==> config.mk <==
export PLATFORM = sky130hd
export DESIGN_NAME = sd_spi_host
export DESIGN_NICKNAME = d
export VERILOG_FILES = /design/src/rtl/sd_spi_host.sv
export SDC_FILE = /design/constraint.sdc
export NUM_CORES = 1
export LEC_CHECK = 0
export CORE_MARGIN = 2
export CORE_UTILIZATION = 55
export DETAILED_ROUTE_END_ITERATION = 6
export GPL_TIMING_DRIVEN = 0
export HOLD_SLACK_MARGIN = 0.05
export PLACE_DENSITY_LB_ADDON = 0.3
export SYNTH_ARGS = -nofsm -noshare
export SYNTH_HDL_FRONTEND = slang
export SYNTH_SLANG_ARGS = --single-unit
==> constraint.sdc <==
create_clock -name clk -period 4.7 [get_ports clk]
set_clock_uncertainty 0.05 [all_clocks]
set_input_delay 0.47 -clock clk [delete_from_list [all_inputs] [get_ports clk]]
set_output_delay 0.47 -clock clk [all_outputs]
set_load 0.01 [all_outputs]
==> src/rtl/sd_spi_host.sv <==
// sd_spi_host
//
// Minimal SD-card SPI-mode host engine. It runs one single-block transfer of
// a 64-bit payload per request: CMD17 (read) or CMD24 (write). It builds the
// 48-bit command frame with its CRC7, waits for and checks the R1 response,
// then runs the read-token/data/CRC16 phase or the gap/token/data/CRC16/
// data-response/busy phase. Every card wait is bounded by TIMEOUT cycles.
// Chip select and SPI clock generation are outside this block: one bit moves
// per clk cycle.
//
// Ports
//   clk        single clock, all state updates on the rising edge
//   rst        synchronous, active-high reset
//   req_valid  request present (only looked at while idle)
//   req_ready  high only while idle
//   req_write  1 = CMD24 write, 0 = CMD17 read
//   req_addr   block address, zero-extended to the 32-bit command argument
//   req_wdata  write payload, captured at acceptance
//   rsp_valid  one-cycle completion pulse (first idle cycle)
//   rsp_rdata  read data, updated only when a read completes its data phase
//   rsp_err    0 ok, 1 timeout, 2 R1 nonzero, 3 data CRC / data response bad
//   MOSI       registered serial data to the card, idles high
//   MISO       serial data from the card, sampled on the rising edge

module sd_spi_host #(
    parameter int TIMEOUT      = 1023,
    parameter int WR_GAP_BYTES = 1
) (
    input  logic        clk,
    input  logic        rst,
    input  logic        req_valid,
    output logic        req_ready,
    input  logic        req_write,
    input  logic [15:0] req_addr,
    input  logic [63:0] req_wdata,
    output logic        rsp_valid,
    output logic [63:0] rsp_rdata,
    output logic [1:0]  rsp_err,
    output logic        MOSI,
    input  logic        MISO
);

    // The cycle counter serves both as bit counter and as wait-timeout
    // counter; it must hold TIMEOUT and the longest write gap.
    localparam int TW    = $clog2(TIMEOUT + 1);
    localparam int CNT_W = (TW > 10) ? TW : 10;
    localparam int GAP_ONES = 8 * WR_GAP_BYTES + 7;

    localparam logic [CNT_W-1:0] TMO_LAST = CNT_W'(TIMEOUT - 1);
    localparam logic [CNT_W-1:0] GAP_ZERO = CNT_W'(GAP_ONES - 1);
    localparam logic [CNT_W-1:0] GAP_LAST = CNT_W'(GAP_ONES);
    localparam logic [CNT_W-1:0] C_ONE    = CNT_W'(1);
    localparam logic [CNT_W-1:0] C_7      = CNT_W'(7);
    localparam logic [CNT_W-1:0] C_15     = CNT_W'(15);
    localparam logic [CNT_W-1:0] C_47     = CNT_W'(47);
    localparam logic [CNT_W-1:0] C_63     = CNT_W'(63);

    typedef enum logic [3:0] {
        ST_IDLE,
        ST_CMD,
        ST_WAIT_R1,
        ST_R1,
        ST_RD_TOKEN,
        ST_RD_DATA,
        ST_RD_CRC,
        ST_WR_GAP,
        ST_WR_DATA,
        ST_WR_CRC,
        ST_WR_DRESP_WAIT,
        ST_WR_DRESP,
        ST_WR_BUSY
    } state_t;

    // One step of CRC7 (x^7 + x^3 + 1), MSB-first serial form.
    function automatic logic [6:0] crc7_step(input logic [6:0] c, input logic b);
        logic fb;
        fb = c[6] ^ b;
        return {c[5:0], 1'b0} ^ (fb ? 7'h09 : 7'h00);
    endfunction

    function automatic logic [6:0] crc7_calc(input logic [39:0] m);
        logic [6:0] c;
        c = 7'h00;
        for (int i = 39; i >= 0; i--) begin
            c = crc7_step(c, m[i]);
        end
        return c;
    endfunction

    // One step of CRC16-CCITT (x^16 + x^12 + x^5 + 1), MSB-first serial form.
    function automatic logic [15:0] crc16_step(input logic [15:0] c, input logic b);
        logic fb;
        fb = c[15] ^ b;
        return {c[14:0], 1'b0} ^ (fb ? 16'h1021 : 16'h0000);
    endfunction

    state_t           state;
    logic [CNT_W-1:0] cnt;
    logic             is_wr;
    logic [63:0]      wdata_l;
    logic [46:0]      cmd_sr;     // frame bits still to send after bit 47
    logic [63:0]      shift_sr;   // read data in / write data out
    logic [6:0]       r8_sr;      // R1 / data-response bits collected so far
    logic [14:0]      rcrc_sr;    // received CRC16 bits collected so far
    logic [15:0]      crc16_r;
    logic             mosi_r;

    logic [5:0]  cmd_idx;
    logic [39:0] cmd_body;
    logic [47:0] cmd_frame;
    logic [15:0] wr_crc_next;
    logic [7:0]  r8_full;
    logic [15:0] rcrc_full;

    assign cmd_idx     = req_write ? 6'd24 : 6'd17;
    assign cmd_body    = {2'b01, cmd_idx, 16'h0000, req_addr};
    assign cmd_frame   = {cmd_body, crc7_calc(cmd_body), 1'b1};
    assign wr_crc_next = crc16_step(crc16_r, shift_sr[63]);
    assign r8_full     = {r8_sr, MISO};
    assign rcrc_full   = {rcrc_sr, MISO};

    assign req_ready = (state == ST_IDLE);
    assign MOSI      = mosi_r;

    always_ff @(posedge clk) begin
        if (rst) begin
            state     <= ST_IDLE;
            cnt       <= '0;
            mosi_r    <= 1'b1;
            rsp_valid <= 1'b0;
            rsp_err   <= 2'd0;
            rsp_rdata <= '0;
        end else begin
            rsp_valid <= 1'b0;
            // MOSI idles high; only the transmit states override this.
            mosi_r    <= 1'b1;

            case (state)
                ST_IDLE: begin
                    cnt <= '0;
                    if (req_valid) begin
                        is_wr   <= req_write;
                        wdata_l <= req_wdata;
                        cmd_sr  <= cmd_frame[46:0];
                        mosi_r  <= cmd_frame[47];
                        state   <= ST_CMD;
                    end
                end

                ST_CMD: begin
                    if (cnt == C_47) begin
                        cnt   <= '0;
                        state <= ST_WAIT_R1;
                    end else begin
                        mosi_r <= cmd_sr[46];
                        cmd_sr <= {cmd_sr[45:0], 1'b1};
                        cnt    <= cnt + C_ONE;
                    end
                end

                // The first low MISO sample is R1 bit 7 (always 0).
                ST_WAIT_R1: begin
                    if (!MISO) begin
                        r8_sr <= 7'h00;
                        cnt   <= C_ONE;
                        state <= ST_R1;
                    end else if (cnt == TMO_LAST) begin
                        state     <= ST_IDLE;
                        rsp_valid <= 1'b1;
                        rsp_err   <= 2'd1;
                    end else begin
                        cnt <= cnt + C_ONE;
                    end
                end

                ST_R1: begin
                    r8_sr <= r8_full[6:0];
                    if (cnt == C_7) begin
                        cnt <= '0;
                        if (r8_full != 8'h00) begin
                            state     <= ST_IDLE;
                            rsp_valid <= 1'b1;
                            rsp_err   <= 2'd2;
                        end else if (is_wr) begin
                            state <= ST_WR_GAP;
                        end else begin
                            state <= ST_RD_TOKEN;
                        end
                    end else begin
                        cnt <= cnt + C_ONE;
                    end
                end

                // Only the final 0 of the 8'hFE token matters.
                ST_RD_TOKEN: begin
                    if (!MISO) begin
                        cnt     <= '0;
                        crc16_r <= 16'h0000;
                        state   <= ST_RD_DATA;
                    end else if (cnt == TMO_LAST) begin
                        state     <= ST_IDLE;
                        rsp_valid <= 1'b1;
                        rsp_err   <= 2'd1;
                    end else begin
                        cnt <= cnt + C_ONE;
                    end
                end

                ST_RD_DATA: begin
                    shift_sr <= {shift_sr[62:0], MISO};
                    crc16_r  <= crc16_step(crc16_r, MISO);
                    if (cnt == C_63) begin
                        cnt   <= '0;
                        state <= ST_RD_CRC;
                    end else begin
                        cnt <= cnt + C_ONE;
                    end
                end

                ST_RD_CRC: begin
                    rcrc_sr <= rcrc_full[14:0];
                    if (cnt == C_15) begin
                        cnt       <= '0;
                        state     <= ST_IDLE;
                        rsp_valid <= 1'b1;
                        rsp_rdata <= shift_sr;
                        rsp_err   <= (rcrc_full == crc16_r) ? 2'd0 : 2'd3;
                    end else begin
                        cnt <= cnt + C_ONE;
                    end
                end

                // All-ones gap bytes plus the seven leading ones of 8'hFE,
                // then the token's trailing 0, all while in this state.
                ST_WR_GAP: begin
                    if (cnt == GAP_LAST) begin
                        shift_sr <= wdata_l;
                        mosi_r   <= wdata_l[63];
                        crc16_r  <= 16'h0000;
                        cnt      <= '0;
                        state    <= ST_WR_DATA;
                    end else begin
                        if (cnt == GAP_ZERO) begin
                            mosi_r <= 1'b0;
                        end
                        cnt <= cnt + C_ONE;
                    end
                end

                // CRC is folded over the bit currently on the line, so the
                // last data edge already launches the first CRC bit.
                ST_WR_DATA: begin
                    crc16_r <= wr_crc_next;
                    if (cnt == C_63) begin
                        mosi_r <= wr_crc_next[15];
                        cnt    <= '0;
                        state  <= ST_WR_CRC;
                    end else begin
                        mosi_r   <= shift_sr[62];
                        shift_sr <= {shift_sr[62:0], 1'b0};
                        cnt      <= cnt + C_ONE;
                    end
                end

                ST_WR_CRC: begin
                    if (cnt == C_15) begin
                        cnt   <= '0;
                        state <= ST_WR_DRESP_WAIT;
                    end else begin
                        mosi_r  <= crc16_r[14];
                        crc16_r <= {crc16_r[14:0], 1'b0};
                        cnt     <= cnt + C_ONE;
                    end
                end

                ST_WR_DRESP_WAIT: begin
                    if (!MISO) begin
                        r8_sr <= 7'h00;
                        cnt   <= C_ONE;
                        state <= ST_WR_DRESP;
                    end else if (cnt == TMO_LAST) begin
                        state     <= ST_IDLE;
                        rsp_valid <= 1'b1;
                        rsp_err   <= 2'd1;
                    end else begin
                        cnt <= cnt + C_ONE;
                    end
                end

                ST_WR_DRESP: begin
                    r8_sr <= r8_full[6:0];
                    if (cnt == C_7) begin
                        cnt <= '0;
                        if (r8_full != 8'h05) begin
                            state     <= ST_IDLE;
                            rsp_valid <= 1'b1;
                            rsp_err   <= 2'd3;
                        end else begin
                            state <= ST_WR_BUSY;
                        end
                    end else begin
                        cnt <= cnt + C_ONE;
                    end
                end

                ST_WR_BUSY: begin
                    if (MISO) begin
                        cnt       <= '0;
                        state     <= ST_IDLE;
                        rsp_valid <= 1'b1;
                        rsp_err   <= 2'd0;
                    end else if (cnt == TMO_LAST) begin
                        cnt       <= '0;
                        state     <= ST_IDLE;
                        rsp_valid <= 1'b1;
                        rsp_err   <= 2'd1;
                    end else begin
                        cnt <= cnt + C_ONE;
                    end
                end

                default: begin
                    cnt   <= '0;
                    state <= ST_IDLE;
                end
            endcase
        end
    end

endmodule

After elaboration in Yosys (flattened, before gate mapping)
Cells that the tools add are included.
{ "word_totals": {"reg_bits": 296, "wordCells": 243} }
{ "classes": {"addsub": 1, "n_eq_ne": 37, "muxes": 107, "bitwise": 64, "reduce_logical": 21} }
{ "op_table": {"columns": ["op", "n"], "rows": [
  ["7-bit by 4-bit XOR with 7-bit output", 36],
  ["4-bit 2-to-1 mux", 54],
  ["64-bit case mux with 3 select lines", 1],
  ["64-bit 2-to-1 mux", 2],
  ["47-bit 2-to-1 mux", 2],
  ["47-bit case mux with 2 select lines", 1],
  ["10-bit 2-to-1 mux", 9],
  ["16-bit case mux with 5 select lines", 1],
  ["10-bit case mux with 7 select lines", 1],
  ["4-bit case mux with 13 select lines", 1],
  ["16-bit 2-to-1 mux", 3],
  ["2-bit inequality test, second input constant", 16],
  ["16-bit by 13-bit XOR with 16-bit output", 2],
  ["13-bit 2-to-1 mux", 2],
  ["1-bit XOR", 21],
  ["10-bit by 4-bit == test with 1-bit output, second input constant", 2],
  ["10-bit by 6-bit == test with 1-bit output, second input constant", 2],
  ["4-bit == test, second input constant", 5],
  ["2-bit 2-to-1 mux", 10],
  ["16-bit == test", 1],
  ["4-bit by 3-bit == test with 1-bit output, second input constant", 4],
  ["1-bit 2-to-1 mux", 14],
  ["7-bit case mux with 2 select lines", 1],
  ["10-bit by 1-bit adder with 10-bit output, second input constant", 1],
  ["28 further kinds", 38]
]} }

Depth between registers and ports, before layout
{ "logic_depth": {"ltp_word": 95, "mapped_depth": 11} }

Least setup slack after synthesis
OpenSTA, ideal clock, no wires.
{ "synth_path": {"path_kind": "reg-to-reg", "startpoint": "register state[3]", "endpoint": "register is_wr (enable)", "setup_time_ns": 0.488, "arrival_ns": 3.881, "t_required_ns": 4.162, "setup_slack_ns": 0.281, "path_stages_with_launch": 9, "n_path_buf": 3, "path_cell_list": "dfxtp_1 -> buf_2 -> buf_2 -> buf_2 -> nor2_1 -> nand2_1 -> inv_1 -> nand2_1 -> nor2_1"} }
{ "synth_between": {"elab_chain_len": 2} }
{ "synth_lines": {"columns": ["element", "line_no", "text"], "rows": [
  ["start, declared", "97", "state_t state;"],
  ["start signal, assigned", "127", "state <= ST_IDLE;"],
  ["start signal, assigned", "146", "state <= ST_CMD;"],
  ["start signal, assigned", "153", "state <= ST_WAIT_R1;"],
  ["4-bit zero test", null, null],
  ["net req_ready", "32", "output logic req_ready,"],
  ["3-bit AND reduction (no line)", null, null],
  ["end signal, assigned", "142", "is_wr <= req_write;"],
  ["end, declared", "99", "logic is_wr;"]
]} }
The timed path passes the listed nets, and every way through them passes these cells.
A chain may end at the register's enable or synchronous reset.

Final worst setup path
{ "layout_path": {"startpoint": "register cnt[1]", "endpoint": "register rsp_rdata[46]"} }
{ "layout_between": {"elab_chain_len": 2} }
{ "layout_lines": {"columns": ["element", "line_no", "text"], "rows": [
  ["start, declared", "98", "logic [CNT_W-1:0] cnt;"],
  ["start signal, assigned", "157", "cnt <= cnt + C_ONE;"],
  ["start signal, assigned", "172", "cnt <= cnt + C_ONE;"],
  ["start signal, assigned", "190", "cnt <= cnt + C_ONE;"],
  ["10-bit by 4-bit == test with 1-bit output", "222", "if (cnt == C_15) begin"],
  ["2-bit AND reduction (no line)", null, null],
  ["end signal, assigned", "226", "rsp_rdata <= shift_sr;"],
  ["end, declared", "37", "output logic [63:0] rsp_rdata,"]
]} }
Every way passes these cells.

==> results.yml <==
status:
  status: "finished, final reports clean"
floorplan:
  die_w_um: 153
  ioPinCount: 154
  core_area_sq_mm: 0.0218
  die_h_um: 153
  rows: 54
  dieArea_sq_mm: 0.0233
  initial_core_util_pct: 55.9
global_routing:
  grt_max_degree: 65
  antenna_found_initial: 0
  track_usage_pct: 24.7
  grt_first_pass_wirelength_um: 46200
  first_global_vias: 8558
  grt_overflow: 0
synthesis:
  yosysTopAreaCellShare_pct: 52.6
  ys.warnings.count: 0
  synth_edf_count: 213
  synth_area_per_cell_sq_um: 10.9
  netlist_area_sq_mm: 0.0122
  synth-seq-area-share_pct: 66.1
  syn_inst: 1112
  synthArstFlopShare_pct: 0
  yosys.area.top_type: "edfxtp_1"
  synth_top_flop_cell: "edfxtp_1"
  syn_nets: 1200
  post-synth-top-count-cell: "nand2_1"
  yosys.cell_types.count: 66
  ys_top_cells_by_count: "nand2_1, edfxtp_1, a21oi_1"
  synth-seq-cells: 295
  synth_area_leaders: "edfxtp_1, dfxtp_1, nand2_1"
placed_design:
  place.detailed.hpwl_um: 19900
  dp.cells: 1548
  gp_congestion: 0.953
  io_buffers: 153
clock_tree:
  clk_pin_slew_worst_paths_ps: 70
  cts_tree: "done"
  cts_root_buf: "clkbuf_16"
  postCtsSetupBuffers: 0
  holdBufCountCts: 0
  clockBufferDepth: 3
  cts_resized: 0
  numCtsBuffers: 29
  cts_sinks: 295
  insertion_delay_ps: 560
  cts.htree.levels: 1
finish:
  layout.nets: 1387
  fin_util_pct: 69.6
  antenna_cells: 0
  area_growth_pct: 24.5
  instances_no_fill: 1602
  drive_gt1_share_pct: 6.73
min_path:
  min_path_type: "register to register"
  hp-start: "rsp_rdata[1]$_SDFFE_PP0P_"
timing:
  tns_ps: 0
  hold_violations: 0
  rsz0062_at_grt: "false"
  slew_headroom_pct: 13.2
  tightest_slew_ps: 1300
  fin_crit_sh_pct: 62.9
  setup_viol: 0
  max_freq_ghz: 0.338
  period_needed_ps: 2960
  slew_viol_final: 0
critical_path:
  crit_type: "register to register"
  worstSetupStartpoint: "cnt[1]$_SDFF_PP0_"
  critPathMaxFanout: 10
  r2r_end: "rsp_rdata[46]$_SDFFE_PP0P_"
  startpoint_type: "register"
  rr_startpoint: "cnt[1]$_SDFF_PP0_"
  worstSetupEndpoint: "rsp_rdata[46]$_SDFFE_PP0P_"
  end_kind: "register"
  worstPathArrival_ps: 3380
  reg2reg_setup_slack_ps: 1740
  worstPathRequired_ps: 5120
  reg2reg_depth: 10
power_and_ir_drop:
  cellPowerDensity_mw_per_mm2: 428
  p_leak_nw: 5.35
  ir_drop_mv: 0.286
drt:
  vias_per_cell: 5.57
  drtAntennaViolNets: 0
  drt_iter0_drc: 784
  dr.pass1.iters: 5
  wirelength_um: 29300
  drc: 0
  vias: 8921
  routedWlPerCell_um: 18.3
flow_run:
  cap_violations: 0
==> sequential cells by signal (all words and copies together) (netlist names) <==
register   flops
is_wr          1
cnt           10
shift_sr      64
rsp_err        2
crc16_r       16
cmd_sr        46
MOSI           1
rcrc_sr       15
wdata_l       64
rsp_rdata     64
state          4
r8_sr          7
rsp_valid      1
==> critical path, stage by stage (launching register included) <==
cell and delay [ps]:
dfxtp_1 420, ha_1 170, clkbuf_1 270, and4b_1 230, clkbuf_1 220, nand3_1 170
nor2_1 220, clkbuf_1 510, buf_2 340, nand2_1 110, a21oi_1 180
==> layer usage <==
layer,share of wire (%),track usage (%),up-vias
met4,3.1,8.29,0
li1,-,-,4208
met3,7.3,3.90,67
met1,42,34.6,4273
met2,48,39.7,373
met5,0,0,-
==> through the flow <==
stage	instance area [sq um]	power [mW]	worst slack (ps)	hold WS, ps
after CTS	15100	6.51	1440	405
after floorplan	12200	3.74	281	399
after detailed placement	14100	4.07	1380	396
after global routing	15200	6.73	1520	396
after global placement	14000	4.05	-1890	391
final	15200	6.48	1740	406
==> worst min-delay path by stage <==
stage,to,slack (ps),depth (start not counted)
finish,rsp_rdata[1]$_SDFFE_PP0P_,410,2
global route,wdata_l[38]$_DFFE_PP_,400,1
CTS,wdata_l[38]$_DFFE_PP_,400,1
detailed placement,rsp_rdata[50]$_SDFFE_PP0P_,400,2
global placement,rsp_rdata[2]$_SDFFE_PP0P_,390,2
floorplan,rcrc_sr[10]$_DFFE_PP_,400,0
==> final cells by class <==
cell class              instances  area, sq um
plain buffers                  63          272
flip-flops and latches        295         8040
inverters                      10         37.5
clock buffers                  37          796
well taps                     280          350
clock inverters                17          221
fillers                      1617         6610
multi-input cells             744         3840
repair buffers                156         1590
==> kinds of logic after synthesis <==
logic type	count (synthesis)	share of synthesized area, %
AO/OA/AOI/OAI	143	7.11
flip-flops	295	66.1
multiplexers	7	0.689
AND/OR/NAND/NOR	544	19.7
buffers and inverters	73	2.54
adder cells (fa/ha/maj)	3	0.309
XOR/XNOR	47	3.56
==> cell usage in the layout, fill, tap and decap left out, types with 4 or more instances in the layout <==
cell type | netlist | routed
buf_1 | 7 | 7
nand3_1 | 13 | 13
clkbuf_8 | 0 | 4
nor3_1 | 13 | 13
nor4_1 | 5 | 5
xor2_1 | 8 | 8
nand2_1 | 396 | 396
clkinv_2 | 0 | 5
clkbuf_16 | 0 | 29
o21bai_1 | 4 | 4
and3_1 | 5 | 4
xnor2_1 | 37 | 37
a211oi_1 | 7 | 7
a21oi_1 | 85 | 84
inv_1 | 9 | 9
buf_2 | 16 | 16
edfxtp_1 | 213 | 213
nand2b_1 | 6 | 6
clkdlybuf4s50_1 | 0 | 153
and2_1 | 40 | 40
nand4_1 | 10 | 10
dfxtp_1 | 82 | 82
clkbuf_1 | 38 | 42
mux2i_1 | 5 | 5
o21ai_0 | 14 | 14
bufinv_16 | 0 | 5
nor2_1 | 28 | 26
==> power by group <==
| group | switching, mW | internal [mW] |
|---|---|---|
| sequential | 0.0594 | 3.06 |
| combinational | 0.566 | 0.336 |
| clock | 0.986 | 1.47 |
No activity file was read; power rests on OpenSTA's default activity.
